## src/rtl/axi4l_counter_peripheral_pkg.sv

```systemverilog
// Shared constants, response codes and FSM state type for the AXI4-Lite counter peripheral.
// COUNTER_OVF_EN (optional) adds the STATUS register and ovf_irq.
package counter_pkg;

  localparam logic [7:0] CTRL_OFF   = 8'h00;
  localparam logic [7:0] COUNT_OFF  = 8'h04;
  localparam logic [7:0] INIT_OFF   = 8'h08;
  localparam logic [7:0] STATUS_OFF = 8'h0C;

  localparam logic [1:0] RESP_OKAY   = 2'b00;
  localparam logic [1:0] RESP_SLVERR = 2'b10;

  typedef enum logic [1:0] {IDLE, WRESP, RRESP} state_e;

  // Merge write data into a register one byte lane at a time.
  function automatic logic [31:0] apply_strb(input logic [31:0] cur,
                                             input logic [31:0] wd,
                                             input logic [3:0]  strb);
    logic [31:0] r;
    r = cur;
    for (int b = 0; b < 4; b++)
      if (strb[b]) r[8*b +: 8] = wd[8*b +: 8];
    return r;
  endfunction

endpackage

```

## src/rtl/axi4l_counter_peripheral_if.sv

```systemverilog
// AXI4-Lite bus bundle for the counter peripheral (32-bit address/data).
interface axi4l_counter_peripheral_if;
  logic        awvalid, awready;
  logic [31:0] awaddr;
  logic        wvalid, wready;
  logic [31:0] wdata;
  logic [3:0]  wstrb;
  logic        bvalid, bready;
  logic [1:0]  bresp;
  logic        arvalid, arready;
  logic [31:0] araddr;
  logic        rvalid, rready;
  logic [31:0] rdata;
  logic [1:0]  rresp;

  modport slave (
    input  awvalid, awaddr, wvalid, wdata, wstrb, bready, arvalid, araddr, rready,
    output awready, wready, bvalid, bresp, arready, rvalid, rdata, rresp
  );
  modport master (
    output awvalid, awaddr, wvalid, wdata, wstrb, bready, arvalid, araddr, rready,
    input  awready, wready, bvalid, bresp, arready, rvalid, rdata, rresp
  );
endinterface

```

## src/rtl/axi4l_counter_peripheral_counter_core.sv

```systemverilog
// 32-bit free-running count register with load strobe and wrap pulse.
module counter_core (
  input  logic        clk,
  input  logic        rst,
  input  logic        en,
  input  logic        load,
  input  logic [31:0] init_val,
  output logic [31:0] count,
  output logic        wrap
);

  always_ff @(posedge clk or posedge rst) begin
    if (rst)       count <= '0;
    else if (load) count <= init_val;
    else if (en)   count <= count + 32'd1;
  end

  // Pulses in the cycle whose edge takes count from all-ones to zero.
  assign wrap = en && !load && (count == '1);

endmodule

```

## src/rtl/axi4l_counter_peripheral.sv

```systemverilog
// AXI4-Lite slave exposing CTRL / COUNT / INIT_VAL (and STATUS with COUNTER_OVF_EN).
// One transaction in flight; writes win over reads offered in the same cycle.
module axi4l_counter_peripheral
  import counter_pkg::*;
(
  input  logic clk,
  input  logic rst,
  axi4l_counter_peripheral_if.slave s
`ifdef COUNTER_OVF_EN
  , output logic ovf_irq
`endif
);

  state_e      state, state_nxt;
  logic        wr_acc, rd_acc, load, wrap, enable, w_hit, r_hit;
  logic [31:0] init_val, count, rd_val;
  logic [7:0]  waddr, raddr;
  logic        unused_bits;

  assign waddr  = s.awaddr[7:0];
  assign raddr  = s.araddr[7:0];
  assign wr_acc = (state == IDLE) && s.awvalid && s.wvalid;
  assign rd_acc = (state == IDLE) && s.arvalid && !(s.awvalid && s.wvalid);
  // Only a 0->1 transition of enable reloads the count.
  assign load   = wr_acc && (waddr == CTRL_OFF) && s.wstrb[0] && s.wdata[0] && !enable;

`ifdef COUNTER_OVF_EN
  logic ovf_flag;
  assign w_hit = waddr inside {CTRL_OFF, INIT_OFF, STATUS_OFF};
  assign r_hit = raddr inside {CTRL_OFF, COUNT_OFF, INIT_OFF, STATUS_OFF};
  assign ovf_irq = ovf_flag;
  assign unused_bits = ^{s.awaddr[31:8], s.araddr[31:8]};

  // Wrap beats a same-cycle W1C so an overflow is never lost.
  always_ff @(posedge clk or posedge rst) begin
    if (rst) ovf_flag <= 1'b0;
    else if (wrap) ovf_flag <= 1'b1;
    else if (wr_acc && waddr == STATUS_OFF && s.wstrb[0] && s.wdata[0]) ovf_flag <= 1'b0;
  end
`else
  assign w_hit = waddr inside {CTRL_OFF, INIT_OFF};
  assign r_hit = raddr inside {CTRL_OFF, COUNT_OFF, INIT_OFF};
  assign unused_bits = ^{s.awaddr[31:8], s.araddr[31:8], wrap};
`endif

  counter_core u_core (
    .clk      (clk),
    .rst      (rst),
    .en       (enable),
    .load     (load),
    .init_val (init_val),
    .count    (count),
    .wrap     (wrap)
  );

  always_ff @(posedge clk or posedge rst) begin
    if (rst) state <= IDLE;
    else     state <= state_nxt;
  end

  always_comb begin
    state_nxt = state;
    case (state)
      IDLE:    if (wr_acc) state_nxt = WRESP;
               else if (rd_acc) state_nxt = RRESP;
      WRESP:   if (s.bready) state_nxt = IDLE;
      RRESP:   if (s.rready) state_nxt = IDLE;
      default: state_nxt = IDLE;
    endcase
  end

  always_comb begin
    s.awready = wr_acc;
    s.wready  = wr_acc;
    s.arready = rd_acc;
    s.bvalid  = (state == WRESP);
    s.rvalid  = (state == RRESP);
  end

  always_comb begin
    rd_val = '0;
    case (raddr)
      CTRL_OFF:   rd_val = {31'b0, enable};
      COUNT_OFF:  rd_val = count;
      INIT_OFF:   rd_val = init_val;
`ifdef COUNTER_OVF_EN
      STATUS_OFF: rd_val = {31'b0, ovf_flag};
`endif
      default:    rd_val = '0;
    endcase
  end

  always_ff @(posedge clk or posedge rst) begin
    if (rst) begin
      enable   <= 1'b0;
      init_val <= '0;
      s.bresp  <= RESP_OKAY;
      s.rresp  <= RESP_OKAY;
      s.rdata  <= '0;
    end else begin
      if (wr_acc) begin
        s.bresp <= w_hit ? RESP_OKAY : RESP_SLVERR;
        if (waddr == CTRL_OFF && s.wstrb[0]) enable <= s.wdata[0];
        if (waddr == INIT_OFF) init_val <= apply_strb(init_val, s.wdata, s.wstrb);
      end
      if (rd_acc) begin
        s.rdata <= rd_val;
        s.rresp <= r_hit ? RESP_OKAY : RESP_SLVERR;
      end
    end
  end

endmodule

```

## src/flat_wrapper.sv

```systemverilog
// flat-port wrapper written by rule: the top's interface ports become plain ports
module axi4l_counter_peripheral_flat import counter_pkg::*;
  (clk, rst, s_awvalid, s_awaddr, s_wvalid, s_wdata, s_wstrb, s_bready, s_arvalid, s_araddr, s_rready, s_awready, s_wready, s_bvalid, s_bresp, s_arready, s_rvalid, s_rdata, s_rresp);
  axi4l_counter_peripheral_if s_i ();
  input  logic clk;
  input  logic rst;
  input wire logic [$bits(s_i.awvalid)-1:0] s_awvalid;
  input wire logic [$bits(s_i.awaddr)-1:0] s_awaddr;
  input wire logic [$bits(s_i.wvalid)-1:0] s_wvalid;
  input wire logic [$bits(s_i.wdata)-1:0] s_wdata;
  input wire logic [$bits(s_i.wstrb)-1:0] s_wstrb;
  input wire logic [$bits(s_i.bready)-1:0] s_bready;
  input wire logic [$bits(s_i.arvalid)-1:0] s_arvalid;
  input wire logic [$bits(s_i.araddr)-1:0] s_araddr;
  input wire logic [$bits(s_i.rready)-1:0] s_rready;
  output wire logic [$bits(s_i.awready)-1:0] s_awready;
  output wire logic [$bits(s_i.wready)-1:0] s_wready;
  output wire logic [$bits(s_i.bvalid)-1:0] s_bvalid;
  output wire logic [$bits(s_i.bresp)-1:0] s_bresp;
  output wire logic [$bits(s_i.arready)-1:0] s_arready;
  output wire logic [$bits(s_i.rvalid)-1:0] s_rvalid;
  output wire logic [$bits(s_i.rdata)-1:0] s_rdata;
  output wire logic [$bits(s_i.rresp)-1:0] s_rresp;
  assign s_i.awvalid = s_awvalid;
  assign s_i.awaddr = s_awaddr;
  assign s_i.wvalid = s_wvalid;
  assign s_i.wdata = s_wdata;
  assign s_i.wstrb = s_wstrb;
  assign s_i.bready = s_bready;
  assign s_i.arvalid = s_arvalid;
  assign s_i.araddr = s_araddr;
  assign s_i.rready = s_rready;
  assign s_awready = s_i.awready;
  assign s_wready = s_i.wready;
  assign s_bvalid = s_i.bvalid;
  assign s_bresp = s_i.bresp;
  assign s_arready = s_i.arready;
  assign s_rvalid = s_i.rvalid;
  assign s_rdata = s_i.rdata;
  assign s_rresp = s_i.rresp;
  axi4l_counter_peripheral u_core (.clk(clk), .rst(rst), .s(s_i));
endmodule
```

## config.mk

```make
export PLATFORM = sky130hd
export DESIGN_NAME = axi4l_counter_peripheral_flat
export DESIGN_NICKNAME = d
export VERILOG_FILES = /design/src/rtl/axi4l_counter_peripheral_pkg.sv /design/src/rtl/axi4l_counter_peripheral_if.sv /design/src/rtl/axi4l_counter_peripheral_counter_core.sv /design/src/rtl/axi4l_counter_peripheral.sv /design/src/flat_wrapper.sv
export SDC_FILE = /design/constraint.sdc
export NUM_CORES = 1
export LEC_CHECK = 0
export BUFFER_PORTS_ARGS = -buffer_cell sky130_fd_sc_hd__buf_2
export CAP_MARGIN = 20
export CORE_MARGIN = 10
export CORE_UTILIZATION = 44
export CTS_CLUSTER_DIAMETER = 150
export CTS_CLUSTER_SIZE = 25
export DETAILED_ROUTE_END_ITERATION = 10
export PLACE_DENSITY_LB_ADDON = 0.3
export SLEW_MARGIN = 30
export SYNTH_ARGS = -nofsm -noshare
export SYNTH_HDL_FRONTEND = slang
export SYNTH_SLANG_ARGS = --single-unit
```

## constraint.sdc

```tcl
create_clock -name clk -period 5.65 [get_ports clk]
set_input_delay 0.565 -clock clk [delete_from_list [all_inputs] [get_ports clk]]
set_output_delay 0.565 -clock clk [all_outputs]
set_load 0.03 [all_outputs]
```

---- Word-level counts from Yosys, hierarchy flattened ----
Cells that the tools add are included.
storage, ports and cells
  bits in registers ....................... 103
  latch bits .............................. 0
  RAM bits ................................ 0
  memory bits (read-only) ................. 0
  input bits .............................. 107
  output and inout bits ................... 41
  word-level logic and storage cells ...... 53
  memories ................................ 0
operators by class
  add/sub/neg operators ................... 1
  $mul .................................... 0
  divide/modulo/power cells ............... 0
  $lt $le $gt $ge ......................... 0
  eq/ne operators ......................... 8
  shift-type cells ........................ 0
  muxes and demuxes ....................... 10
  bitwise logic cells ..................... 0
  reduce and logical (&&, ||, !) cells .... 24
operators by type and width
  operator               count
  $pmux 32 s3            1
  $mux 32                2
  $add 32x1->32 const B  1
  $eq 8x4->1 const B     2
  $logic_not 8->1        2
  $reduce_and 3->1       5
  $mux 2                 6
  $logic_and 1x1->1      10
  $eq 8x3->1 const B     1
  $pmux 2 s3             1
  $ne 2x2->1 const B     2
  $reduce_bool 2->1      2
  $ne 3x2->1 const B     1
  $reduce_bool 3->1      1
  $eq 2x1->1 const B     1
  $eq 2x2->1 const B     1
  $logic_not 1->1        2
  $logic_not 2->1        1
  $reduce_and 2->1       1

---- Depth between registers and ports, before layout ----
Gate-level depths: netlist of the first run.
  depth after elaboration ................. 8
  depth in mapped cells ................... 7
  gate-level depth less buffers ........... 6

---- Cells and area by module ----
A second synthesis of the first run with hierarchy kept.
second synthesis, totals
  cells, all modules ...................... 491
  area total of the unflattened synthesis .. 5099.9 um^2
by module, submodules not included
  module                    instances  cells an instance  area each (um^2)  sequential area each (um^2)
  axi4l_counter_peripheral  1          264                3141.8            1726.7
  counter_core              1          227                1958.1            800.8

---- Least setup slack after synthesis of the first run ----
No wires, ideal clock.
  path kind ............................... input port to flip-flop
  start ................................... input s_wvalid
  end ..................................... register u_core.init_val[0]
  setup time .............................. 0.125 ns
  arrival time ............................ 1.856 ns
  required time ........................... 5.525 ns
  setup slack ............................. 3.670 ns
  cell stages on the path ................. 5
  buffers on the path ..................... 1
  cell sequence ........................... and4bb_2 -> and3_1 -> buf_2 -> nand3_1 -> mux2_2
on the way
  cells in the longest elaborated chain, start to end .. 2
ends and longest elaborated chain
  what                               RTL line                         RTL
  start: declaration                 flat_wrapper.sv:9                input wire logic [$bits(s_i.wvalid)-1:0] s_wvalid;
  $logic_and 1x1->1                  axi4l_counter_peripheral.sv:22   assign wr_acc = (state == IDLE) && s.awvalid && s.wvalid;
  $reduce_and 3->1 (no source line)  --
  end signal: assignment             axi4l_counter_peripheral.sv:104  if (waddr == INIT_OFF) init_val <= apply_strb(init_val, s.wdata, s.wstrb);
  end: declaration                   axi4l_counter_peripheral.sv:16   logic [31:0] init_val, count, rd_val;
No other way between the ends.
A chain may end at the register's enable or synchronous reset.

---- Worst setup path after layout of the first run ----
  start ................................... register u_core.enable
  end ..................................... register u_core.u_core.count[26]
on the way
  cells in the longest elaborated chain, start to end .. 3
  elaborated cells between the ends (all ways) .. 4
  those cells by class .................... 1 x mux; 3 x reduce/logical
ends and longest elaborated chain
  what                                          RTL line                                     RTL
  start: declaration                            axi4l_counter_peripheral.sv:15               logic wr_acc, rd_acc, load, wrap, enable, w_hit, r_hit;
  start signal: assignment                      axi4l_counter_peripheral.sv:103              if (waddr == CTRL_OFF && s.wstrb[0]) enable <= s.wdata[0];
  $logic_not 1->1                               axi4l_counter_peripheral.sv:25               assign load = wr_acc && (waddr == CTRL_OFF) && s.wstrb[0] && s.wdata[0] && !enable;
  $logic_and 1x1->1                             axi4l_counter_peripheral.sv:25
  $mux 32 or $reduce_bool 2->1 (tied branches)  --
  end signal: assignment                        axi4l_counter_peripheral_counter_core.sv:14  else if (load) count <= init_val;
  end signal: assignment                        axi4l_counter_peripheral_counter_core.sv:15  else if (en) count <= count + 32'd1;
  end: declaration                              axi4l_counter_peripheral_counter_core.sv:8   output logic [31:0] count,
Several ways; a longest one is shown, not always the timed one.

==> results of run 1 <==
cell usage after synthesis (9+ instances only):
cell type,count
nand3_1,19
dfrtp_1,101
nand2_1,60
clkbuf_1,27
xor2_1,9
a22oi_1,35
nand4_1,16
a21oi_1,16
mux2_2,37
o21ai_0,45
nor2_1,30
logic make-up after synthesis:
group           share of synthesized area [%]
flops                                    50.4
mux                                      9.71
other cells                            0.0748
buf+inv                                  3.95
compound gates                           16.1
fa+ha+maj                               0.250
simple gates                             17.6
xor+xnor                                 1.92
per-stage QoR:
| stage | setup WS (ns) | hold WS, ns | area (um2) | std cells |
|---|---|---|---|---|
| 2_1_floorplan | 2.44 | 0.473 | 5010 | 500 |
| 3_3_place_gp | 3.06 | 0.461 | 5560 | 703 |
| 3_5_place_dp | 3.01 | 0.465 | 5560 | 703 |
| 4_1_cts | 3.20 | 0.284 | 5850 | 719 |
| 5_1_grt | 2.98 | 0.312 | 5850 | 719 |
| 6_report | 3.18 | 0.265 | 5850 | 719 |
worst max-delay path, cell delays in order (launching register included):
cell      delay, ns
dfrtp_1        0.33
buf_4          0.40
inv_1          0.35
or4_4          0.66
nor3_4         0.22
a211oi_1       0.12
a211oi_1       0.26
registers in the layout, summed over array words and instances, names as in the netlist:
register / flops
u_core.init_val: 32
u_core.s.rdata: 32
u_core.u_core.count: 32
u_core.state: 2
u_core.enable: 1
u_core.s.bresp: 1
u_core.s.rresp: 1
power breakdown:
group / internal (mW) / switching, mW
sequential: 0.795 / 0.145
clock: 0.313 / 0.281
combinational: 0.128 / 0.163
total: 1.24 / 0.588
final cells by class:
type | count | area, um2 | area share, %
clock buffer | 10 | 239 | 4.09
clock inverter | 6 | 46.3 | 0.791
inverter | 7 | 28.8 | 0.492
multi-input combinational | 352 | 2300 | 39.4
sequential | 101 | 2530 | 43.2
tap | 140 | 175 | 2.99
timing repair buffer | 103 | 531 | 9.07
routing by layer:
layer / wire length [um] / share of wire (%) / vias to the layer above / GRT usage [%]
li1: - / - / 1972 / -
met1: 5770 / 44 / 1978 / 21.4
met2: 6100 / 47 / 136 / 25.7
met3: 953 / 7.3 / 13 / 4.16
met4: 235 / 1.8 / 0 / 6.03
met5: 0 / 0 / - / 0
worst min-delay path by stage:
| stage | from | to | slack, ns | cells past startpoint |
|---|---|---|---|---|
| 2_1_floorplan | u_core.init_val[15] | u_core.u_core.count[15] | 0.47 | 2 |
| 3_3_place_gp | u_core.s.rdata[9] | u_core.s.rdata[9] | 0.46 | 2 |
| 3_5_place_dp | u_core.s.rdata[6] | u_core.s.rdata[6] | 0.47 | 2 |
| 4_1_cts | rst | u_core.u_core.count[1] | 0.28 | 2 |
| 5_1_grt | rst | u_core.state[1] | 0.31 | 2 |
| 6_report | rst | u_core.state[1] | 0.26 | 2 |
==> results.txt, run 1 <==
Synth Register Bits = 101
Routability congestion estimate = 0.867
Max-slew headroom = 35.0%
Max Root-Sink Buffers = 2
Initial antenna violation count = 0
Post-DP HPWL = 8.96 mm
Inserted Clock Buffers = 9
PD cells = 312 mW/mm2
Worst setup path endpoint = u_core.u_core.count[26]
Antenna cells = 0
Clock skew = 0.0128 ns
Synth top area share = 50.4%
Post-synthesis async set-or-reset flop share = 100%
Port Buffers = 97
H-tree level count = 3
DRT iter0 DRCs = 380
EDFF count, synth = 0
Max-Cap Viols = 0
Hold WC Path Type = primary input to async pin
Lkg Pwr = 2.78 nW
DRT Wirelength = 13.1 mm
Final setup fails = 0
Required @ worst endpoint = 5.90 ns
Fin. Hold Viols = 0
DR WL/cell = 18.2 um
Avg Cell Area, Syn = 10.0 um2
Post-CTS Repair Setup Buffers = 0
Synth area leader = dfrtp_1
Yosys warns = 0
Die width = 127 um
VDD IR-drop max = 0.234 mV
Tightest Pin Transition = 0.972 ns
Final Util = 53.3%
Worst setup path startpoint = u_core.enable
Most frequent cells in the layout = dfrtp_1, buf_2, nand2_1, o21ai_0, mux2_2
Seq/Total Area, Yosys = 50.4%
Grt ovf = 0
Hold-fix buffers at CTS = 0
Clk_lat worst skew = 0.36 ns
Filler cell count = 1016
Antenna-violating nets left = 0
Reg2Reg Depth = 6
Outcome = completed
# resized after CTS = 0
Layout cells sized above 1 = 29.2%
Largest fanout on the critical path = 47
Largest net degree at the start of global routing = 59
Startpoint types = flip-flop
DR DRC count = 0
Overall Power = 1.82 mW
Synth Flop Type = dfrtp_1
Core area = 0.0110 mm2
Reg-to-reg slack, setup = 3.18 ns
Clock Sinks = 101
Final setup TNS = 0 ns
Vias per cell = 5.70
Fin nets = 682
Max Slew Vio Count = 0
Unique masters post-synth = 52
Worst R2R End = u_core.u_core.count[26]
Die Height = 127 um
TritonCTS clock tree = built
Num rows = 38
Vias in the first global route = 4005
Period utilization = 43.7%
Pre-antenna DRT Iters = 5
Top Ports = 148
Worst setup EP type = flip-flop
Initial core utilization = 45.6%
Vias = 4099
Syn Inst Count = 499
First-pass GRT wire length = 21.5 mm
Max Fclk = 0.405 GHz
Commonest non-fill, non-tap cell in the layout = dfrtp_1
Full die area = 0.0161 mm2
Unrepaired setup endpoints after global routing = no
Reg2reg start = u_core.enable
Clk root buf = clkbuf_16
Critical path type = flip-flop to flip-flop
Largest cells by area after synthesis = dfrtp_1, mux2_2, a22oi_1
Syn Std Cell Area = 0.00501 mm2
Clock Pin Slew Worst Setup and Hold Paths = 0.07 ns
Synth-to-layout area growth = 16.7%
GRT Overall Usage = 16.4%
WP data arrival = 2.72 ns
Min Clock Period, post-route = 2.47 ns
No activity file was read; power rests on OpenSTA's default activity.
==> inputs of run 2 (changes only) <==
==> constraint.sdc (replaced) <==
create_clock -name clk -period 2.5 [get_ports clk]
set_input_delay 0.25 -clock clk [delete_from_list [all_inputs] [get_ports clk]]
set_output_delay 0.25 -clock clk [all_outputs]
set_load 0.03 [all_outputs]
==> run 2 against run 1 <==
Fmax is 14% higher. Critical path type unchanged. Clock-buffer cell count increased by 2. Clock skew down 0.0071 ns. Cell area grew 1.8%.
==> results.txt, run 2 (synthesized netlist as in run 1, its figures left out) <==
Outcome = completed
Synth-to-layout area growth = 18.8%
Clock skew = 0.00565 ns (-0.00714 ns)
DRT Wirelength = 12.8 mm (-1.8%)
Largest net degree at the start of global routing = 102 (+73%)
Initial antenna violation count = 0 (unchanged)
GRT Overall Usage = 16.0% (-0.39 points)
Vias in the first global route = 4120 (+2.9%)
Commonest non-fill, non-tap cell in the layout = dfrtp_1
Placed cells = 712 (+1.3%)
Full die area = 0.0161 mm2 (unchanged)
Worst Slack Setup Final = 0.331 ns (-2.85 ns)
Max Fclk = 0.461 GHz (+14%)
DR DRC count = 0 (unchanged)
First-pass GRT wire length = 21.2 mm (-1.4%)
Most frequent cells in the layout = dfrtp_1, buf_2, nand2_1, o21ai_0, mux2_2
Hold WC Path Type = primary input to async pin
Pre-antenna DRT Iters = 5 (unchanged)
Min Clock Period, post-route = 2.17 ns (-0.301 ns)
Final Non-Filler Cells = 728 (+1.3%)
VDD IR-drop max = 0.439 mV (+87%)
Final setup fails = 0 (unchanged)
Clk_lat worst skew = 0.35 ns (about the same)
Reg2reg start = u_core.u_core.count[1]
Clk root buf = clkbuf_16
Core area = 0.0110 mm2 (unchanged)
Fin nets = 691 (+1.3%)
Slowest CP cell = nor4_4
Post-DP HPWL = 9.09 mm (+1.4%)
Clock Sinks = 101 (unchanged)
DR WL/cell = 17.6 um (-3.0%)
Initial core utilization = 45.6% (unchanged)
Reg-to-reg slack, setup = 0.33 ns (-2.85 ns)
Largest fanout on the critical path = 8 (-83%)
# resized after CTS = 0 (unchanged)
Routability congestion estimate = 0.875 (+0.92%)
Internal = 2.98 mW (+140%)
Final setup TNS = 0 ns (unchanged)
TritonCTS clock tree = built
Critical path type = flip-flop to flip-flop
Worst setup EP type = flip-flop
Layout cells sized above 1 = 29.6% (+0.40 points)
H-tree level count = 3 (unchanged)
Filler cell count = 1003 (-1.3%)
Switching portion of total power = 30.2% (-2.1 points)
Top Ports = 148 (unchanged)
Vias = 4157 (+1.4%)
Crit-path cells = ha_1 -> nand4_1 -> nor4_4 -> nand4_1 -> xor2_1 -> a21oi_1
Antenna-violating nets left = 0 (unchanged)
Worst R2R End = u_core.u_core.count[24]
Period utilization = 86.8% (+43 points)
Die width = 127 um (unchanged)
Psw = 1.29 mW (+120%)
Tightest Pin Transition = 0.675 ns (-0.297 ns)
Vias per cell = 5.71 (+0.16%)
PD cells = 716 mW/mm2 (+130%)
Die Height = 127 um (unchanged)
Sequential power share = 49.6% (-1.9 points)
WP data arrival = 2.44 ns (-0.28 ns)
Worst setup path startpoint = u_core.u_core.count[1]
Hold-fix buffers at CTS = 0 (unchanged)
Most used cell, CP = nand4_1
Fin. Hold Viols = 0 (unchanged)
Largest regs = u_core.init_val (32), u_core.s.rdata (32), u_core.u_core.count (32)
DRT iter0 DRCs = 495 (+30%)
Grt ovf = 0 (unchanged)
Lkg Pwr = 2.84 nW (+2.0%)
Clock Pin Slew Worst Setup and Hold Paths = 0.07 ns (about the same)
Reg2Reg Depth = 6 (unchanged)
Clock power share = 34.4% (+1.9 points)
Inserted Clock Buffers = 9 (unchanged)
Placement Setup Slack = 0.378 ns (-2.63 ns)
Required @ worst endpoint = 2.78 ns (-3.12 ns)
Max Root-Sink Buffers = 2 (unchanged)
CP max stage delay = 0.53 ns (-0.13 ns)
Max-slew headroom = 55.0% (+20 points)
Num rows = 38 (unchanged)
Overall Power = 4.26 mW (+130%)
Final Util = 54.2% (+0.93 points)
Post-CTS Repair Setup Buffers = 0 (unchanged)
Max Slew Vio Count = 0 (unchanged)
Unrepaired setup endpoints after global routing = no
Comb pwr share = 16.0% (about the same)
Startpoint types = flip-flop
Antenna cells = 0 (unchanged)
Port Buffers = 97 (unchanged)
Max-Cap Viols = 0 (unchanged)
[run 2: cell types whose count changed in the layout (fill, tap and decap cells not counted), sizes merged]
cell and delta:
bufinv +2, buf +9, clkbuf +2, clkinv -2, inv -2
[run 2: stage by stage]
| step | hold slack [ns] | cell area (um2) |
|---|---|---|
| 2_1_floorplan | 0.358 | 5020 |
| 3_3_place_gp | 0.448 | 5640 |
| 3_5_place_dp | 0.445 | 5640 |
| 4_1_cts | 0.0693 | 5950 |
| 5_1_grt | 0.0937 | 5950 |
| 6_report | 0.0273 | 5950 |
[run 2: layer usage]
| layer | global-route usage [%] | up-vias | wire, um |
|---|---|---|---|
| met2 | 24.8 | 138 | 5970 |
| met4 | 5.29 | 0 | 226 |
| met1 | 20.9 | 2018 | 5730 |
| met3 | 4.75 | 14 | 892 |
| li1 | - | 1987 | - |
| met5 | 0 | - | 0 |
[run 2: layout make-up]
type / count / area [um2] / area share [%]
Clock buffer: 12 / 236 / 3.97
Timing Repair Buffer: 112 / 611 / 10.3
Multi-Input combinational cell: 352 / 2300 / 38.6
Inverter: 7 / 30.0 / 0.505
Sequential cell: 101 / 2530 / 42.5
Tap cell: 140 / 175 / 2.94
Clock inverter: 4 / 72.6 / 1.22
[run 2: how the worst max path moves through the flow]
stage                                         end  slack (ns)
after detailed placement      u_core.init_val[22]        0.38
after global placement    u_core.u_core.count[24]        0.41
after global routing      u_core.u_core.count[24]        0.18
after CTS                     u_core.init_val[19]        0.37
after floorplan           u_core.u_core.count[30]        0.57
final                     u_core.u_core.count[24]        0.33
[run 2: power by group through the flow]
stage / registers (mW) / clock network, mW / logic (mW)
floorplan: 1.97 / 0 / 0.640
global placement: 2.12 / 0 / 0.656
detailed placement: 2.13 / 0 / 0.677
CTS: 2.10 / 1.51 / 0.684
global route: 2.14 / 1.57 / 0.768
finish: 2.12 / 1.47 / 0.681
[run 2: critical path, delay by kind of cell, from the launching register on]
kind                     cells  cell delay, ns
AO/OA/AOI/OAI                1            0.14
XOR/XNOR                     1            0.17
adder cells (fa/ha/maj)      1            0.40
flip-flops                   1            0.45
AND/OR/NAND/NOR              3            0.94
